===== config.mk =====
export PLATFORM = sky130hd
export DESIGN_NAME = digit_sender_flat
export DESIGN_NICKNAME = d
export VERILOG_FILES = /design/src/rtl/display_pkg.sv /design/src/rtl/digit_sender_if.sv /design/src/rtl/digit_sender.sv /design/src/flat_wrapper.sv
export SDC_FILE = /design/constraint.sdc
export NUM_CORES = 1
export LEC_CHECK = 0
export ABC_AREA = 1
export BUFFER_PORTS_ARGS = -buffer_cell sky130_fd_sc_hd__buf_2
export CORE_MARGIN = 2
export CORE_UTILIZATION = 40
export DETAILED_ROUTE_END_ITERATION = 12
export GPL_TIMING_DRIVEN = 0
export PLACE_DENSITY = 0.72
export SLEW_MARGIN = 10
export SYNTH_ARGS = -nofsm -noshare
export SYNTH_HDL_FRONTEND = slang
export SYNTH_SLANG_ARGS = --single-unit

===== constraint.sdc =====
create_clock -name clk -period 1.6 [get_ports clk]
set_input_delay 0.24 -clock clk [delete_from_list [all_inputs] [get_ports clk]]
set_output_delay 0.24 -clock clk [all_outputs]
set_load 0.01 [all_outputs]

===== src/rtl/display_pkg.sv =====
// display_pkg: shared digit/frame geometry, blank code and sender state encoding.
package display_pkg;
  localparam int DIGIT_W = 5;
  localparam int NUM_DIGITS = 6;
  localparam int FRAME_W = DIGIT_W * NUM_DIGITS;
  localparam logic [DIGIT_W-1:0] BLANK = 5'h1F;
  typedef enum logic [1:0] {IDLE, SETUP, HIGH, HOLD} state_t;
  function automatic logic [DIGIT_W-1:0] pick(logic [FRAME_W-1:0] f, logic [2:0] i);
    return f[DIGIT_W*i +: DIGIT_W];
  endfunction
endpackage


===== src/rtl/digit_sender_if.sv =====
// digit_sender_if: frame request handshake plus the digit/latch display bus.
interface digit_sender_if;
  import display_pkg::*;
  logic [FRAME_W-1:0] frame;
  logic start;
  logic busy;
  logic done;
  logic [DIGIT_W-1:0] digit;
  logic latch;
  modport master (output frame, start, input busy, done, digit, latch);
  modport slave (input frame, start, output busy, done, digit, latch);
endinterface


===== src/rtl/digit_sender.sv =====
// digit_sender: snapshots a six-digit frame and shifts it out, position 5 first, one latch pulse per digit.
module digit_sender
  import display_pkg::*;
#(
  parameter int SETUP_CYC = 2,
  parameter int HIGH_CYC = 2,
  parameter int HOLD_CYC = 2
) (
  input logic clk,
  input logic rst,
  digit_sender_if.slave bus
);
  localparam int MAX_CYC = SETUP_CYC > HIGH_CYC ? (SETUP_CYC > HOLD_CYC ? SETUP_CYC : HOLD_CYC)
                                                : (HIGH_CYC > HOLD_CYC ? HIGH_CYC : HOLD_CYC);
  localparam int TW = $clog2(MAX_CYC) + 1;
  localparam logic [TW-1:0] T_SETUP = TW'(SETUP_CYC - 1);
  localparam logic [TW-1:0] T_HIGH = TW'(HIGH_CYC - 1);
  localparam logic [TW-1:0] T_HOLD = TW'(HOLD_CYC - 1);
  localparam logic [2:0] FIRST = 3'(NUM_DIGITS - 1);
  if (SETUP_CYC < 1 || HIGH_CYC < 1 || HOLD_CYC < 1) begin : g_bad_param
    $error("digit_sender phase lengths must be at least 1");
  end
  state_t state, state_n;
  logic [TW-1:0] timer, timer_n;
  logic [2:0] index, index_n;
  logic [FRAME_W-1:0] snap, snap_n;
  logic [DIGIT_W-1:0] digit, digit_n;
  logic latch, latch_n;
  logic last;
  logic accept;
  // The final HOLD cycle doubles as the done cycle, so a new frame can start with no gap.
  assign last = state == HOLD && timer == '0 && index == '0;
  assign accept = (state == IDLE || last) && bus.start;
  always_comb begin
    state_n = state;
    timer_n = timer;
    index_n = index;
    snap_n = snap;
    digit_n = digit;
    latch_n = latch;
    if (accept) begin
      state_n = SETUP;
      timer_n = T_SETUP;
      index_n = FIRST;
      snap_n = bus.frame;
      digit_n = pick(bus.frame, FIRST);
      latch_n = 1'b0;
    end else if (timer != '0) begin
      timer_n = timer - 1'b1;
    end else begin
      unique case (state)
        SETUP: begin
          state_n = HIGH;
          timer_n = T_HIGH;
          latch_n = 1'b1;
        end
        HIGH: begin
          state_n = HOLD;
          timer_n = T_HOLD;
          latch_n = 1'b0;
        end
        HOLD: begin
          if (index == '0) begin
            state_n = IDLE;
          end else begin
            state_n = SETUP;
            timer_n = T_SETUP;
            index_n = index - 3'd1;
            digit_n = pick(snap, index - 3'd1);
          end
        end
        default: ;
      endcase
    end
  end
  always_ff @(posedge clk or posedge rst) begin
    if (rst) begin
      state <= IDLE;
      timer <= '0;
      index <= '0;
      snap <= '0;
      digit <= '0;
      latch <= 1'b0;
    end else begin
      state <= state_n;
      timer <= timer_n;
      index <= index_n;
      snap <= snap_n;
      digit <= digit_n;
      latch <= latch_n;
    end
  end
  assign bus.busy = state != IDLE && !last;
  assign bus.done = last;
  assign bus.digit = digit;
  assign bus.latch = latch;
endmodule


===== src/flat_wrapper.sv =====
// flat-port wrapper written by rule: the top's interface ports become plain ports
module digit_sender_flat import display_pkg::*;
#(
  parameter int SETUP_CYC = 2,
  parameter int HIGH_CYC = 2,
  parameter int HOLD_CYC = 2
)
  (clk, rst, bus_frame, bus_start, bus_busy, bus_done, bus_digit, bus_latch);
  digit_sender_if bus_i ();
  input logic clk;
  input logic rst;
  input wire logic [$bits(bus_i.frame)-1:0] bus_frame;
  input wire logic [$bits(bus_i.start)-1:0] bus_start;
  output wire logic [$bits(bus_i.busy)-1:0] bus_busy;
  output wire logic [$bits(bus_i.done)-1:0] bus_done;
  output wire logic [$bits(bus_i.digit)-1:0] bus_digit;
  output wire logic [$bits(bus_i.latch)-1:0] bus_latch;
  assign bus_i.frame = bus_frame;
  assign bus_i.start = bus_start;
  assign bus_busy = bus_i.busy;
  assign bus_done = bus_i.done;
  assign bus_digit = bus_i.digit;
  assign bus_latch = bus_i.latch;
  digit_sender #(.SETUP_CYC(SETUP_CYC), .HIGH_CYC(HIGH_CYC), .HOLD_CYC(HOLD_CYC)) u_core (.clk(clk), .rst(rst), .bus(bus_i));
endmodule

==> results.py <==
metrics = {
    "clock_network": {
        "cts_buffers": 5,
        "h-tree-depth": 2,
        "cts_tree": "done",
        "cts_buffer_depth": 2,
        "insertion_delay_ns": 0.31,
        "clock_sink_count": 43,
        "clk_pin_slew_ns": 0.08,
        "root_buffer": "clkbuf_8",
    },
    "worst_setup_path": {
        "worstPathArrival_ns": 1.44,
        "setup.worst_path.start_class": "register",
        "cp-end-kind": "output port",
        "critical_path.max_fanout": 3,
        "critPathRequiredTime_ns": 1.36,
        "path_class": "register to output port",
    },
    "placement": {
        "hpwl_um": 3556,
        "post-place-ws_ns": -0.2738,
        "port-buffer-count": 40,
        "gp_congestion": 0.8030,
    },
    "floorplan": {
        "ios": 41,
        "die_w_um": 80.09,
        "dieArea_sq_mm": 0.006414,
        "start_util_pct": 41.80,
        "core_area_sq_mm": 0.005540,
        "rows": 27,
        "die_h_um": 80.09,
    },
    "logic_synthesis": {
        "synth_area_leaders": "dfrtp_1, nand2_1, o21ai_2, inv_1, nand2_2",
        "syn_area_sq_mm": 0.002316,
        "yosysTopAreaCell": "dfrtp_1",
        "synth-compound-area-share_pct": 12.48,
        "yosys_warnings": 0,
        "yosys.area_share.simple_pct": 26.26,
        "syn_nets": 316,
        "synth_xor_xnor_area_share_pct": 0,
        "ys_ff_latch": 43,
        "yosysSeqAreaShare_pct": 46.46,
        "async_flop_share_pct": 100.0,
        "synth_top_area_share_pct": 46.46,
        "avgSynthCellArea_sq_um": 8.331,
        "ys.flop_type": "dfrtp_1",
        "synth_top_family_by_area": "simple AND/OR/NAND/NOR gates",
        "yosysUniqueCellTypes": 24,
        "muxShareOfSynthArea_pct": 0,
        "synth_edf_count": 0,
        "netlist_instances": 278,
        "synthAdderAreaFrac_pct": 2.701,
    },
    "layout": {
        "final_cell_mix": "nand2_1, dfrtp_1, buf_2, inv_1, nand2_2",
        "fillCellCount": 534,
        "final_nets": 380,
        "syn_to_final_growth_pct": 35.06,
        "drive_gt1_share_pct": 43.15,
        "diodes": 0,
        "fin_util_pct": 56.46,
        "final_common_cell": "nand2_1",
    },
    "pwr": {
        "netSwitchingFraction_pct": 41.64,
        "p_switching_mw": 2.601,
        "powerDensity_mw_per_mm2": 1997,
        "power_frac_comb_pct": 56.6,
        "intPower_mw": 3.646,
        "p_leak_nw": 1.666,
        "ir_drop_uv": 929.7,
        "pwr-share-clk_pct": 14.3,
        "seqPwrFrac_pct": 29.1,
        "p_total_mw": 6.247,
    },
    "drt": {
        "vias_per_cell": 4.653,
        "drc": 0,
        "first_iter_violations": 97,
        "routed_wl_um": 5357,
        "vias": 1931,
        "drt_pass1_iterations": 4,
        "antenna_left": 0,
        "drt-wirelength-per-cell_um": 12.91,
    },
    "global_routing": {
        "grt_pass1_vias": 1992,
        "grt_usage_pct": 17.97,
        "grt_max_degree": 24,
        "antenna_found_initial": 0,
        "grt_overflow": 0,
        "grt_pass1_wl_um": 8887,
    },
    "sta": {
        "fmax_mhz": 596.1,
        "setup_ws_ns": -0.07749,
        "max-slew-margin-rel_pct": 67.22,
        "finalHoldViolCount": 0,
        "fin_crit_sh_pct": 104.8,
        "period_needed_ns": 1.677,
        "clock_skew_ns": 0.008481,
        "setup_viol": 28,
        "rsz0062_at_grt": "yes",
        "max_slew.worst_pin.slew_ns": 0.4910,
        "report.final.slew_viol_count": 0,
    },
    "outcome": {
        "failed_checks": "negative setup slack",
        "outcome": "complete, but fails checks",
    },
    "flow_run": {
        "maxCapViolCount": 0,
    },
    "worst_hold_path": {
        "hp-class": "input port to register",
    },
}
## power groups by stage
stage,clock network [mW],logic (mW),registers [mW]
floorplan,0,2.28,1.82
global placement,0,2.86,1.82
detailed placement,0,2.92,1.84
CTS,0.903,3.39,1.81
global route,0.943,3.96,1.87
finish,0.893,3.54,1.82
## Yosys cell counts, types with 3 or more instances
cell type and instances:
nand2_1 89, buf_12 3, nand3_1 14, inv_1 39, o21ai_0 5, nand2_2 16
nor2_1 14, nand2_4 3, ha_1 5, o21ai_2 20, o211ai_1 5, buf_2 3
dfrtp_1 43, a21oi_1 8
## critical path: stages (launching register included)
cell,delay (ns)
dfrtp_1,0.39
inv_2,0.09
ha_4,0.13
ha_4,0.12
nand2_2,0.04
inv_2,0.06
nand2_4,0.06
nand2_4,0.09
inv_2,0.04
buf_6,0.11
## per-stage QoR
stage               instance area (sq um)  cells  hold slack (ns)  TNS, ns
floorplan                            2365    278           0.3439   -1.515
global placement                     2655    390           0.4406   -16.43
detailed placement                   2683    391           0.2894   -7.867
CTS                                  3045    412           0.1285   -2.934
global route                         3128    415           0.1281   -4.669
finish                               3128    415           0.1290  -0.6624
## cells by family after synthesis
group,Yosys count
AO/OA/AOI/OAI,40
adder cells (fa/ha/maj),5
buffers and inverters,52
flip-flops,43
AND/OR/NAND/NOR,138
## repair_timing
item,CTS,global route
hold endpoints to repair,20,0
hold buffers,1,0
resized for setup,36,4
cloned,3,3
pin swaps,9,2
endpoints found under the setup margin,45,45
setup buffers,9,1
## layer usage
layer  share of wire, %  routed length [um]  up-vias  global-route usage (%)
met5                  0                   0        -                       0
met2                 49                2620       31                   29.58
met1                 46                2486      909                   23.27
li1                   -                   -      983                       -
met3                3.4                 180        8                   3.708
met4                1.3                  70        0                   6.780
## final cells by class
cell class / instances / area (sq um) / area share, %
Sequential cell: 43 / 1076 / 34.40
Multi-Input combinational cell: 183 / 1101 / 35.20
Clock buffer: 6 / 82.58 / 2.640
Inverter: 41 / 161.4 / 5.160
Clock inverter: 2 / 35.03 / 1.120
Tap cell: 72 / 90.09 / 2.880
Timing Repair Buffer: 58 / 455.4 / 14.56
Buffer: 10 / 126.4 / 4.040
## sequential cells by signal, indices dropped and copies added (netlist names)
signal,cells
u_core.snap,30
u_core.bus.digit,5
u_core.index,3
u_core.state,2
u_core.timer,2
u_core.bus.latch,1
## worst paths after layout
path,from,end,slack [ns],cells past startpoint
max in group asynchronous,rst,u_core.snap[16]$_DFFE_PP0P_,0.62,4
max reg2reg,u_core.index[0]$_DFFE_PP0P_,u_core.bus.digit[0]$_DFFE_PP0P_,-0.07,13
min reg2reg,u_core.snap[5]$_DFFE_PP0P_,u_core.snap[5]$_DFFE_PP0P_,0.48,2
min,bus_frame[5],u_core.snap[5]$_DFFE_PP0P_,0.13,3
max,u_core.index[0]$_DFFE_PP0P_,bus_busy,-0.08,9
min in group asynchronous,rst,u_core.state[1]$_DFFE_PP0P_,0.49,3
(Power assumes the default switching activity.)
